**src/rtl/atm_rewrite_pkg.sv**
```systemverilog
// Shared definitions for the ATM cell header rewrite stage.
//   CELL_BYTES / HDR_BYTES : UNI cell geometry
//   HEC_POLY / HEC_COSET   : HEC CRC-8 generator and output coset
//   state_t                : rewriter control states
package atm_rewrite_pkg;

  localparam int         CELL_BYTES = 53;
  localparam int         HDR_BYTES  = 5;
  localparam logic [7:0] HEC_POLY   = 8'h07;
  localparam logic [7:0] HEC_COSET  = 8'h55;

  typedef enum logic [2:0] {
    COLLECT,
    LOOKUP,
    EMIT,
    PASS,
    DROP
  } state_t;

endpackage

```
**src/rtl/atm_hec_gen.sv**
```systemverilog
// Combinational ATM HEC generator.
//   hdr : header bytes b0..b3, b0 in [31:24]
//   hec : CRC-8 (x^8+x^2+x+1, init 0, MSB first) of hdr, XOR coset
module atm_hec_gen
  import atm_rewrite_pkg::*;
(
  input  logic [31:0] hdr,
  output logic [7:0]  hec
);

  logic [7:0] crc;

  // Bit-serial LFSR unrolled over all 32 header bits.
  always_comb begin
    crc = 8'h00;
    for (int i = 31; i >= 0; i--) begin
      if (crc[7] ^ hdr[i]) crc = {crc[6:0], 1'b0} ^ HEC_POLY;
      else                 crc = {crc[6:0], 1'b0};
    end
    hec = crc ^ HEC_COSET;
  end

endmodule

```
**src/rtl/atm_cell_rewriter.sv**
```systemverilog
// ATM UNI cell header rewriter / forwarder.
// Collects a 5-byte header, checks HEC, looks up the VPI table, then either
// emits the rewritten header and passes the 48 payload bytes through, or
// swallows the payload.
//   clk, rst                        : clock, synchronous active-high reset
//   in_data/in_sop/in_valid/in_ready: receive byte stream
//   lut_addr / lut_rd_data          : VPI table read port (combinational)
//   out_data/sop/eop/fwd/valid/ready: transmit byte stream + forwarding mask
//   cnt_fwd/cnt_hec_err/cnt_unrouted: saturating cell statistics
module atm_cell_rewriter
  import atm_rewrite_pkg::*;
#(
  parameter int NumTx = 4,
  parameter int CntW  = 16
) (
  input  logic               clk,
  input  logic               rst,
  input  logic [7:0]         in_data,
  input  logic               in_sop,
  input  logic               in_valid,
  output logic               in_ready,
  output logic [7:0]         lut_addr,
  input  logic [NumTx+7:0]   lut_rd_data,
  output logic [7:0]         out_data,
  output logic               out_sop,
  output logic               out_eop,
  output logic [NumTx-1:0]   out_fwd,
  output logic               out_valid,
  input  logic               out_ready,
  output logic [CntW-1:0]    cnt_fwd,
  output logic [CntW-1:0]    cnt_hec_err,
  output logic [CntW-1:0]    cnt_unrouted
);

  typedef struct packed {
    logic [NumTx-1:0] fwd;
    logic [7:0]       vpi;
  } lut_ent_t;

  localparam logic [5:0] HDR_LAST = 6'(HDR_BYTES - 1);
  localparam logic [5:0] PAY_LAST = 6'(CELL_BYTES - HDR_BYTES - 1);

  state_t           state, state_d;
  logic [5:0]       idx, idx_d;      // header slot or payload byte, per state
  logic [5:0]       wr_slot;
  logic [31:0]      hdr;             // received b0..b3
  logic [7:0]       hec_rx;          // received b4
  logic [7:0]       vpi_new;
  logic [NumTx-1:0] fwd_q;
  lut_ent_t         ent;
  logic [31:0]      hdr_tx;
  logic [7:0]       hec_calc, hec_tx;
  logic             hdr_we, lut_ld, inc_fwd, inc_hec, inc_unr;

  assign ent      = lut_rd_data;
  assign lut_addr = hdr[27:20];
  assign hdr_tx   = {hdr[31:28], vpi_new, hdr[19:0]};
  assign out_fwd  = fwd_q;
  // A start-of-cell byte always lands in b0, wherever collection was.
  assign wr_slot  = in_sop ? 6'd0 : idx;

  atm_hec_gen u_hec_chk (.hdr(hdr),    .hec(hec_calc));
  atm_hec_gen u_hec_gen (.hdr(hdr_tx), .hec(hec_tx));

  always_comb begin
    state_d   = state;
    idx_d     = idx;
    in_ready  = 1'b0;
    out_valid = 1'b0;
    out_data  = 8'h00;
    out_sop   = 1'b0;
    out_eop   = 1'b0;
    hdr_we    = 1'b0;
    lut_ld    = 1'b0;
    inc_fwd   = 1'b0;
    inc_hec   = 1'b0;
    inc_unr   = 1'b0;
    case (state)
      COLLECT: begin
        in_ready = 1'b1;
        if (in_valid) begin
          if (in_sop) begin
            hdr_we = 1'b1;
            idx_d  = 6'd1;
          end else if (idx != 6'd0) begin   // idx 0 without sop: hunting
            hdr_we = 1'b1;
            if (idx == HDR_LAST) begin
              idx_d   = 6'd0;
              state_d = LOOKUP;
            end else begin
              idx_d = idx + 6'd1;
            end
          end
        end
      end
      LOOKUP: begin
        if (hec_calc != hec_rx) begin
          state_d = DROP;
          inc_hec = 1'b1;
        end else if (ent.fwd == '0) begin
          state_d = DROP;
          inc_unr = 1'b1;
        end else begin
          state_d = EMIT;
          lut_ld  = 1'b1;
        end
      end
      EMIT: begin
        out_valid = 1'b1;
        out_sop   = (idx == 6'd0);
        case (idx)
          6'd0:    out_data = hdr_tx[31:24];
          6'd1:    out_data = hdr_tx[23:16];
          6'd2:    out_data = hdr_tx[15:8];
          6'd3:    out_data = hdr_tx[7:0];
          default: out_data = hec_tx;
        endcase
        if (out_ready) begin
          if (idx == HDR_LAST) begin
            idx_d   = 6'd0;
            state_d = PASS;
          end else begin
            idx_d = idx + 6'd1;
          end
        end
      end
      PASS: begin
        out_valid = in_valid;
        in_ready  = out_ready;
        out_data  = in_data;
        out_eop   = (idx == PAY_LAST);
        if (in_valid && out_ready) begin
          if (idx == PAY_LAST) begin
            idx_d   = 6'd0;
            state_d = COLLECT;
            inc_fwd = 1'b1;
          end else begin
            idx_d = idx + 6'd1;
          end
        end
      end
      DROP: begin
        in_ready = 1'b1;
        if (in_valid) begin
          if (idx == PAY_LAST) begin
            idx_d   = 6'd0;
            state_d = COLLECT;
          end else begin
            idx_d = idx + 6'd1;
          end
        end
      end
      default: begin
        state_d = COLLECT;
        idx_d   = 6'd0;
      end
    endcase
    // Nothing transfers in either direction while reset is held.
    if (rst) begin
      in_ready  = 1'b0;
      out_valid = 1'b0;
    end
  end

  always_ff @(posedge clk) begin
    if (rst) begin
      state        <= COLLECT;
      idx          <= 6'd0;
      hdr          <= 32'h0;
      hec_rx       <= 8'h00;
      vpi_new      <= 8'h00;
      fwd_q        <= '0;
      cnt_fwd      <= '0;
      cnt_hec_err  <= '0;
      cnt_unrouted <= '0;
    end else begin
      state <= state_d;
      idx   <= idx_d;
      if (hdr_we) begin
        case (wr_slot)
          6'd0:    hdr[31:24] <= in_data;
          6'd1:    hdr[23:16] <= in_data;
          6'd2:    hdr[15:8]  <= in_data;
          6'd3:    hdr[7:0]   <= in_data;
          default: hec_rx     <= in_data;
        endcase
      end
      // Mask only changes for cells that will actually be emitted.
      if (lut_ld) begin
        fwd_q   <= ent.fwd;
        vpi_new <= ent.vpi;
      end
      if (inc_fwd && cnt_fwd != '1)      cnt_fwd      <= cnt_fwd + CntW'(1);
      if (inc_hec && cnt_hec_err != '1)  cnt_hec_err  <= cnt_hec_err + CntW'(1);
      if (inc_unr && cnt_unrouted != '1) cnt_unrouted <= cnt_unrouted + CntW'(1);
    end
  end

endmodule
```
**config.mk**
```make
export PLATFORM = sky130hd
export DESIGN_NAME = atm_cell_rewriter
export DESIGN_NICKNAME = d
export VERILOG_FILES = /design/src/rtl/atm_rewrite_pkg.sv /design/src/rtl/atm_hec_gen.sv /design/src/rtl/atm_cell_rewriter.sv
export SDC_FILE = /design/constraint.sdc
export NUM_CORES = 1
export LEC_CHECK = 0
export ABC_AREA = 1
export BUFFER_PORTS_ARGS = -buffer_cell sky130_fd_sc_hd__buf_4
export CORE_MARGIN = 2
export CORE_UTILIZATION = 55
export CTS_BUF_LIST = sky130_fd_sc_hd__clkbuf_8
export DETAILED_ROUTE_END_ITERATION = 6
export PLACE_DENSITY = 0.86
export SLEW_MARGIN = 20
export SYNTH_ARGS = -nofsm -noshare
export SYNTH_HDL_FRONTEND = slang
export SYNTH_SLANG_ARGS = --single-unit
```
**constraint.sdc**
```tcl
create_clock -name clk -period 6.5 [get_ports clk]
set_clock_uncertainty 0.15 [all_clocks]
set_input_delay 1.3 -clock clk [delete_from_list [all_inputs] [get_ports clk]]
set_output_delay 1.3 -clock clk [all_outputs]
set_load 0.05 [all_outputs]
```
; Word level (Yosys, flattened, before mapping)
; Index checks and enable logic that the tools add are counted.
[classes]
add_sub_neg = 4
n_eq_ne = 25
n_mux = 105
bitwise = 121
reduce_logical = 18
[op_table]
columns = operator, count
row1 = $mux 3, 71
row2 = $not 3->3, 58
row3 = $mux 6, 9
row4 = $xor 1x1->1, 52
row5 = $add 16x1->16 const B, 3
row6 = $ne 16x16->1 const B, 3
row7 = $pmux 8 s4, 1
row8 = $pmux 6 s5, 1
row9 = $eq 6x2->1 const B, 4
row10 = $mux 1, 19
row11 = $ne 2x2->1 const B, 8
row12 = $pmux 8 s2, 1
row13 = $pmux 3 s5, 1
row14 = $eq 6x1->1 const B, 2
row15 = $logic_not 6->1, 2
row16 = $reduce_and 2->1, 5
row17 = $ne 8x8->1, 1
row18 = $not 4->4, 2
row19 = $reduce_and 8->1, 1
row20 = $xor 1x1->1 const A, 7
row21 = $add 6x1->6 const B, 1
row22 = $eq 3x2->1 const B, 2
row23 = $eq 6x3->1 const B, 1
row24 = $eq 6x6->1 const B, 1
row25 = 12 further kinds, 17
[totals]
regBits = 109
out_inout_bits = 72
elab_cells = 285

; Longest topological paths before layout
[depth]
depth_word = 68
depth_mapped = 32
ltp_nobuf = 31

; Modules after synthesis
; A second synthesis with hierarchy kept.
[hier_totals]
hier_cells = 1527
area_unflattened_um2 = 9171.3
[modules_own_cells]
columns = module, instances, cells_each, area_each_um2
row1 = atm_cell_rewriter, 1, 943, 6113.4
row2 = atm_hec_gen, 2, 292, 1529.0

; Worst setup path after synthesis
; OpenSTA, ideal clock, no wires.
[synth_timing]
path_type = reg-to-output
startpoint = register hdr[31]
endpoint = output out_data[4]
arrival_ns = 2.941
required_ns = 5.050
path_slack_ns = 2.109
path_stages_with_launch = 16
n_path_buf = 0
path_cell_list = dfxtp_1 > inv_2 > nand2_1 > nand3_1 > nand2_2 > xor2_2 > xor2_1 > xnor2_2 > xor2_1 > xor2_1 > xor2_1 > xor2_1 > a21oi_1 > o21ai_0 > nand2_1 > nand2_1
[synth_via]
elab_chain_cells = 22
[synth_rtl]
columns = item, line_no
row1 = from (decl), atm_cell_rewriter.sv:46  ; logic [31:0] hdr;
row2 = from (signal assigned), atm_cell_rewriter.sv:181  ; 6'd0: hdr[31:24] <= in_data;
row3 = $mux 3 (*), atm_hec_gen.sv:17  ; if (crc[7] ^ hdr[i]) crc = {crc[6:0], 1'b0} ^ HEC_POLY;
row4 = $xor 1x1->1 or $not 3->3 (tied branches), -
row5 = $mux 3, atm_hec_gen.sv:17
row6 = $xor 1x1->1 or $not 3->3 (tied branches), -
row7 = $mux 3, atm_hec_gen.sv:17
row8 = $not 3->3 (no source line) or $xor 1x1->1 (tied branches), -
row9 = $mux 3, atm_hec_gen.sv:17
row10 = $xor 1x1->1 or $not 3->3 (tied branches), -
row11 = [... 6 more ...], -
row12 = $mux 3, atm_hec_gen.sv:17
row13 = $not 3->3 (no source line) or $xor 1x1->1 (tied branches), -
row14 = $mux 3, atm_hec_gen.sv:17
row15 = $not 3->3 (no source line) or $xor 1x1->1 (tied branches), -
row16 = $mux 3 (*), atm_hec_gen.sv:17
row17 = $not 4->4 (no source line) (*), -
row18 = $pmux 8 s4 (*), atm_cell_rewriter.sv:111  ; case (idx)
row19 = $pmux 8 s2 (*), atm_cell_rewriter.sv:78  ; case (state)
row20 = to (decl), atm_cell_rewriter.sv:24  ; output logic [7:0] out_data,
; Mark *: on every way between the ends. The rest lies on a longest branch, timed or not.

; Worst setup path in the final report
[layout_timing]
startpoint = register hdr[28]
endpoint = output out_data[4]
[layout_via]
elab_chain_cells = 27
[layout_rtl]
columns = item, line_no
row1 = $xor 1x1->1, atm_hec_gen.sv:17
row2 = $mux 3, atm_hec_gen.sv:17
row3 = $not 3->3 (no source line), -
row4 = $mux 3, atm_hec_gen.sv:17
row5 = $not 3->3 (no source line), -
row6 = $mux 3, atm_hec_gen.sv:17
row7 = $xor 1x1->1, atm_hec_gen.sv:17
row8 = $mux 3, atm_hec_gen.sv:17
row9 = [... 11 more ...], -
row10 = $mux 3, atm_hec_gen.sv:17
row11 = $not 3->3 (no source line), -
row12 = $mux 3, atm_hec_gen.sv:17
row13 = $not 3->3 (no source line), -
row14 = $mux 3, atm_hec_gen.sv:17
row15 = $not 4->4 (no source line), -
row16 = $pmux 8 s4 (*), atm_cell_rewriter.sv:111
row17 = $pmux 8 s2 (*), atm_cell_rewriter.sv:78
; Marks and branches as above.

==> metrics.md <==
| Metric | Value |
|---|---|
| Final setup violating endpoints | `0` |
| Most utilized layer in the global route result | `met2` |
| Worst reg2reg setup slack | `2.59 ns` |
| Effective utilization at floorplan | `0.556` |
| Pwr dens | `280 mW/mm^2` |
| Worst-Margin Slew | `0.960 ns` |
| Leakage | `3.84 nW` |
| Height of the chip | `124 um` |
| Maximum fanout encountered on the critical timing path | `8` |
| Crit path top cell by count | `sky130_fd_sc_hd__xor2_1` |
| Buffers added on ports | `96` |
| Share of cells above drive strength 1 | `0.166` |
| Post-synthesis area per instance | `6.53 um^2` |
| Diode count | `0` |
| Startpoint of the most critical register-to-register path | `hdr[28]$_SDFFE_PP0P_` |
| Worst Path Buf+Inv | `2` |
| Global-route track usage on met2 | `0.463` |
| Placed wire-length estimate after detailed placement | `16900 um` |
| Highest cell delay on the worst timing path | `0.55 ns` |
| Post-detailed-route count of antenna-violating nets | `0` |
| Layout area overhead | `12.1%` |
| Iteration-0 DRC count of the detailed router | `560` |
| Total design power | `2.50 mW` |
| Wire length of the first global-routing pass | `35600 um` |
| Setup repair after global routing missed its margin | `no` |
| Combined flip-flop and latch cell area | `0.00218 mm^2` |
| Via count | `8143` |
| Period minus WS final | `5.14 ns` |
| Sum of negative setup slack | `0 ns` |
| Clock buffers created by TritonCTS | `9` |
| Achievable Freq | `194 MHz` |
| Grt met1 use | `0.361` |
| Avg WL per Cell | `14.9 um` |
| Worst reg2reg path depth | `24` |
| Highest-count cells in the layout ignoring fill and taps | `299 x sky130_fd_sc_hd__nand2_1, 148 x sky130_fd_sc_hd__inv_1, 121 x sky130_fd_sc_hd__nand3_1` |
| Root cell of the clock tree | `sky130_fd_sc_hd__clkbuf_8` |
| Critical path launch point type | `flip-flop` |
| Drt total wl | `22000 um` |
| Netlist area before placement | `0.00799 mm^2` |
| Total count of hold-check failures in the final report | `0` |
| Number of top-level design ports | `97` |
| Number of instances resized during post-cts repair | `0` |
| Global route overflow | `0` |
| Critical Path Sink Type | `primary output` |
| Worst Hold Class | `flip-flop to flip-flop` |
| Setup CP Type | `flip-flop to primary output` |
| Period utilization | `0.791` |
| GRT Overall Usage | `0.278` |
| DRC violation count after routing | `0` |
| Total area of multi-input combinational cells | `0.00498 mm^2` |
| Arrival time of the worst setup path | `3.69 ns` |
| Drt pass-1 iters | `5` |
| Required time reported for the critical path endpoint | `5.05 ns` |
| Critical path, cell by cell | `inv_2 -> nand2_1 -> nand2_2 -> xor2_1 -> or2_2 -> nand2_4 -> xnor2_2 -> xor2_1 -> xor2_1 -> xor2_1 -> xor2_1 -> a21oi_1 -> o21ai_0 -> nand2_1 -> nand2_1 -> buf_4` |
| Clock slew seen by the registers of the worst setup and hold paths | `0.10 ns` |
| Number of synthesized register bits | `109` |
| Largest net degree at the start of global routing | `61` |
| Fraction of the yosys area taken by sequential cells | `0.273` |
| Met3 track demand over resource | `0.0430` |
| Core Region | `0.0144 mm^2` |
| Yosys warning total | `0` |
| Commonest non-fill, non-tap cell in the layout | `sky130_fd_sc_hd__nand2_1` |
| Post-CTS repair timing setup buffer count | `0` |
| Clk sink count | `109` |
| Total nets after synthesis | `1254` |
| Final estimated routing congestion in global placement | `0.976` |
| Number of H-tree levels | `3` |
| Hold path cells | `2` |
| Layout Nets | `1322` |
| Hold bufs inserted after CTS | `0` |
| Count of mapped cells out of synthesis | `1222` |
| CTS tree | `built` |
| Source of the worst hold timing path | `vpi_new[3]$_SDFFE_PP0P_` |
| Status | `finished, final reports clean` |
| Max clock buf depth | `2` |
| Placement row count | `44` |
| Crit Reg-Reg Endpoint | `cnt_unrouted[10]$_SDFFE_PP0P_` |
| Layout filler cell count | `1302` |
| Worst path slowest cell | `sky130_fd_sc_hd__dfxtp_1` |
| Final Slew Violations | `0` |
| Antenna violations before repair | `0` |
| Area of the die | `0.0155 mm^2` |
| Headroom to the max-slew limit | `0.355` |
| Netlist cell types | `44` |
| Max rail drop VDD | `0.197 mV` |
| Via count of the first global-routing pass | `7488` |
| Worst path top cell family by delay | `XOR/XNOR gates` |
| Die X | `124 um` |
| Worst hold margin | `0.324 ns` |
| Worst path depth | `16` |
| Hold-critical path endpoint | `vpi_new[3]$_SDFFE_PP0P_` |
| Worst skew pair latency | `0.40 ns` |
| Ratio of routed vias to standard cells | `5.51` |
| Max cap viols | `0` |
-- sequential cells by signal, summed over array words and instances, names as in the netlist --
register and flops:
hec_rx 8, cnt_fwd 16, out_fwd 4, cnt_hec_err 16, cnt_unrouted 16, vpi_new 8
state 3, idx 6, hdr 32
-- stage by stage --
stage / cell area, um^2 / util / setup slack (ns) / cells
CTS: 8950 / 0.623 / 1.37 / 1477
global route: 8950 / 0.623 / 1.08 / 1477
finish: 8950 / 0.623 / 1.36 / 1477
detailed placement: 8730 / 0.608 / 1.83 / 1463
floorplan: 7990 / - / 2.11 / 1222
global placement: 8730 / 0.608 / 1.88 / 1463
-- how the worst max path moves through the flow --
stage               slack [ns]                  from     endpoint
detailed placement        1.83  hdr[28]$_SDFFE_PP0P_  out_data[4]
finish                    1.36  hdr[28]$_SDFFE_PP0P_  out_data[4]
floorplan                 2.11  hdr[31]$_SDFFE_PP0P_  out_data[4]
global placement          1.88  hdr[28]$_SDFFE_PP0P_  out_data[4]
global route              1.08  hdr[31]$_SDFFE_PP0P_  out_data[3]
CTS                       1.37  hdr[28]$_SDFFE_PP0P_  out_data[4]
-- power by group --
part | leakage, nW | internal (mW) | switching [mW]
sequential | 0.880 | 0.674 | 0.0108
combinational | 2.84 | 0.467 | 0.872
clock | 0.112 | 0.236 | 0.242
-- logic make-up after synthesis --
family | synth area share
simple gates | 0.357
buf+inv | 0.104
compound gates | 0.136
flops | 0.273
xor+xnor | 0.119
fa+ha+maj | 0.0110
-- synthesized netlist by cell type, drive strengths merged --
cell type,count,area [um^2]
nand2,346,1450
inv,158,596
nand3,133,733
a21oi,110,588
dfxtp,109,2180
xor2,66,657
nor2,61,241
o21ai,61,305
nor3,30,150
xnor2,28,290
nand4,25,163
clkbuf,24,91.3
buf,18,141
nor4,12,75.1
o22ai,11,68.8
ha,7,87.6
a31oi,6,37.5
a211oi,4,30.0
nand3b,4,30.0
a221oi,3,26.3
or2,2,12.5
a2111oi,1,8.76
o211ai,1,7.51
o21bai,1,7.51
o311ai,1,8.76
-- final cells by class --
type | instances | area share
clock inverter | 3 | 0.00769
tap | 184 | 0.0257
inverter | 158 | 0.0665
clock buffer | 11 | 0.0169
multi-input combinational | 913 | 0.556
sequential | 109 | 0.244
timing repair buffer | 99 | 0.0830
-- per-layer routing --
metal  vias to the layer above  share of wire
met5                         -              0
li1                       4111              -
met2                       271           0.48
met1                      3709           0.43
met4                         0          0.031
met3                        52          0.068
-- worst reg2reg max path: stages, from the launching register on --
cell and delay (ns):
sky130_fd_sc_hd__dfxtp_1 0.55, sky130_fd_sc_hd__xor2_1 0.35, sky130_fd_sc_hd__nand3_1 0.12, sky130_fd_sc_hd__nand2_1 0.14, sky130_fd_sc_hd__inv_1 0.07, sky130_fd_sc_hd__nand3_1 0.13, sky130_fd_sc_hd__nand2_1 0.08, sky130_fd_sc_hd__nand2_1 0.08
sky130_fd_sc_hd__nand2_1 0.10, sky130_fd_sc_hd__inv_1 0.09, sky130_fd_sc_hd__nand2_1 0.05, sky130_fd_sc_hd__nand2_1 0.07, sky130_fd_sc_hd__nand2_1 0.06, sky130_fd_sc_hd__nand2_1 0.14, sky130_fd_sc_hd__inv_1 0.12, sky130_fd_sc_hd__nand2_2 0.10
sky130_fd_sc_hd__nand3_1 0.07, sky130_fd_sc_hd__nand2_1 0.08, sky130_fd_sc_hd__nand3_1 0.08, sky130_fd_sc_hd__nor2_2 0.13, sky130_fd_sc_hd__nand3_4 0.15, sky130_fd_sc_hd__nor2_4 0.33, sky130_fd_sc_hd__nand3_2 0.32, sky130_fd_sc_hd__nand2_1 0.15
sky130_fd_sc_hd__a21oi_1 0.07
(Power assumes the default switching activity.)
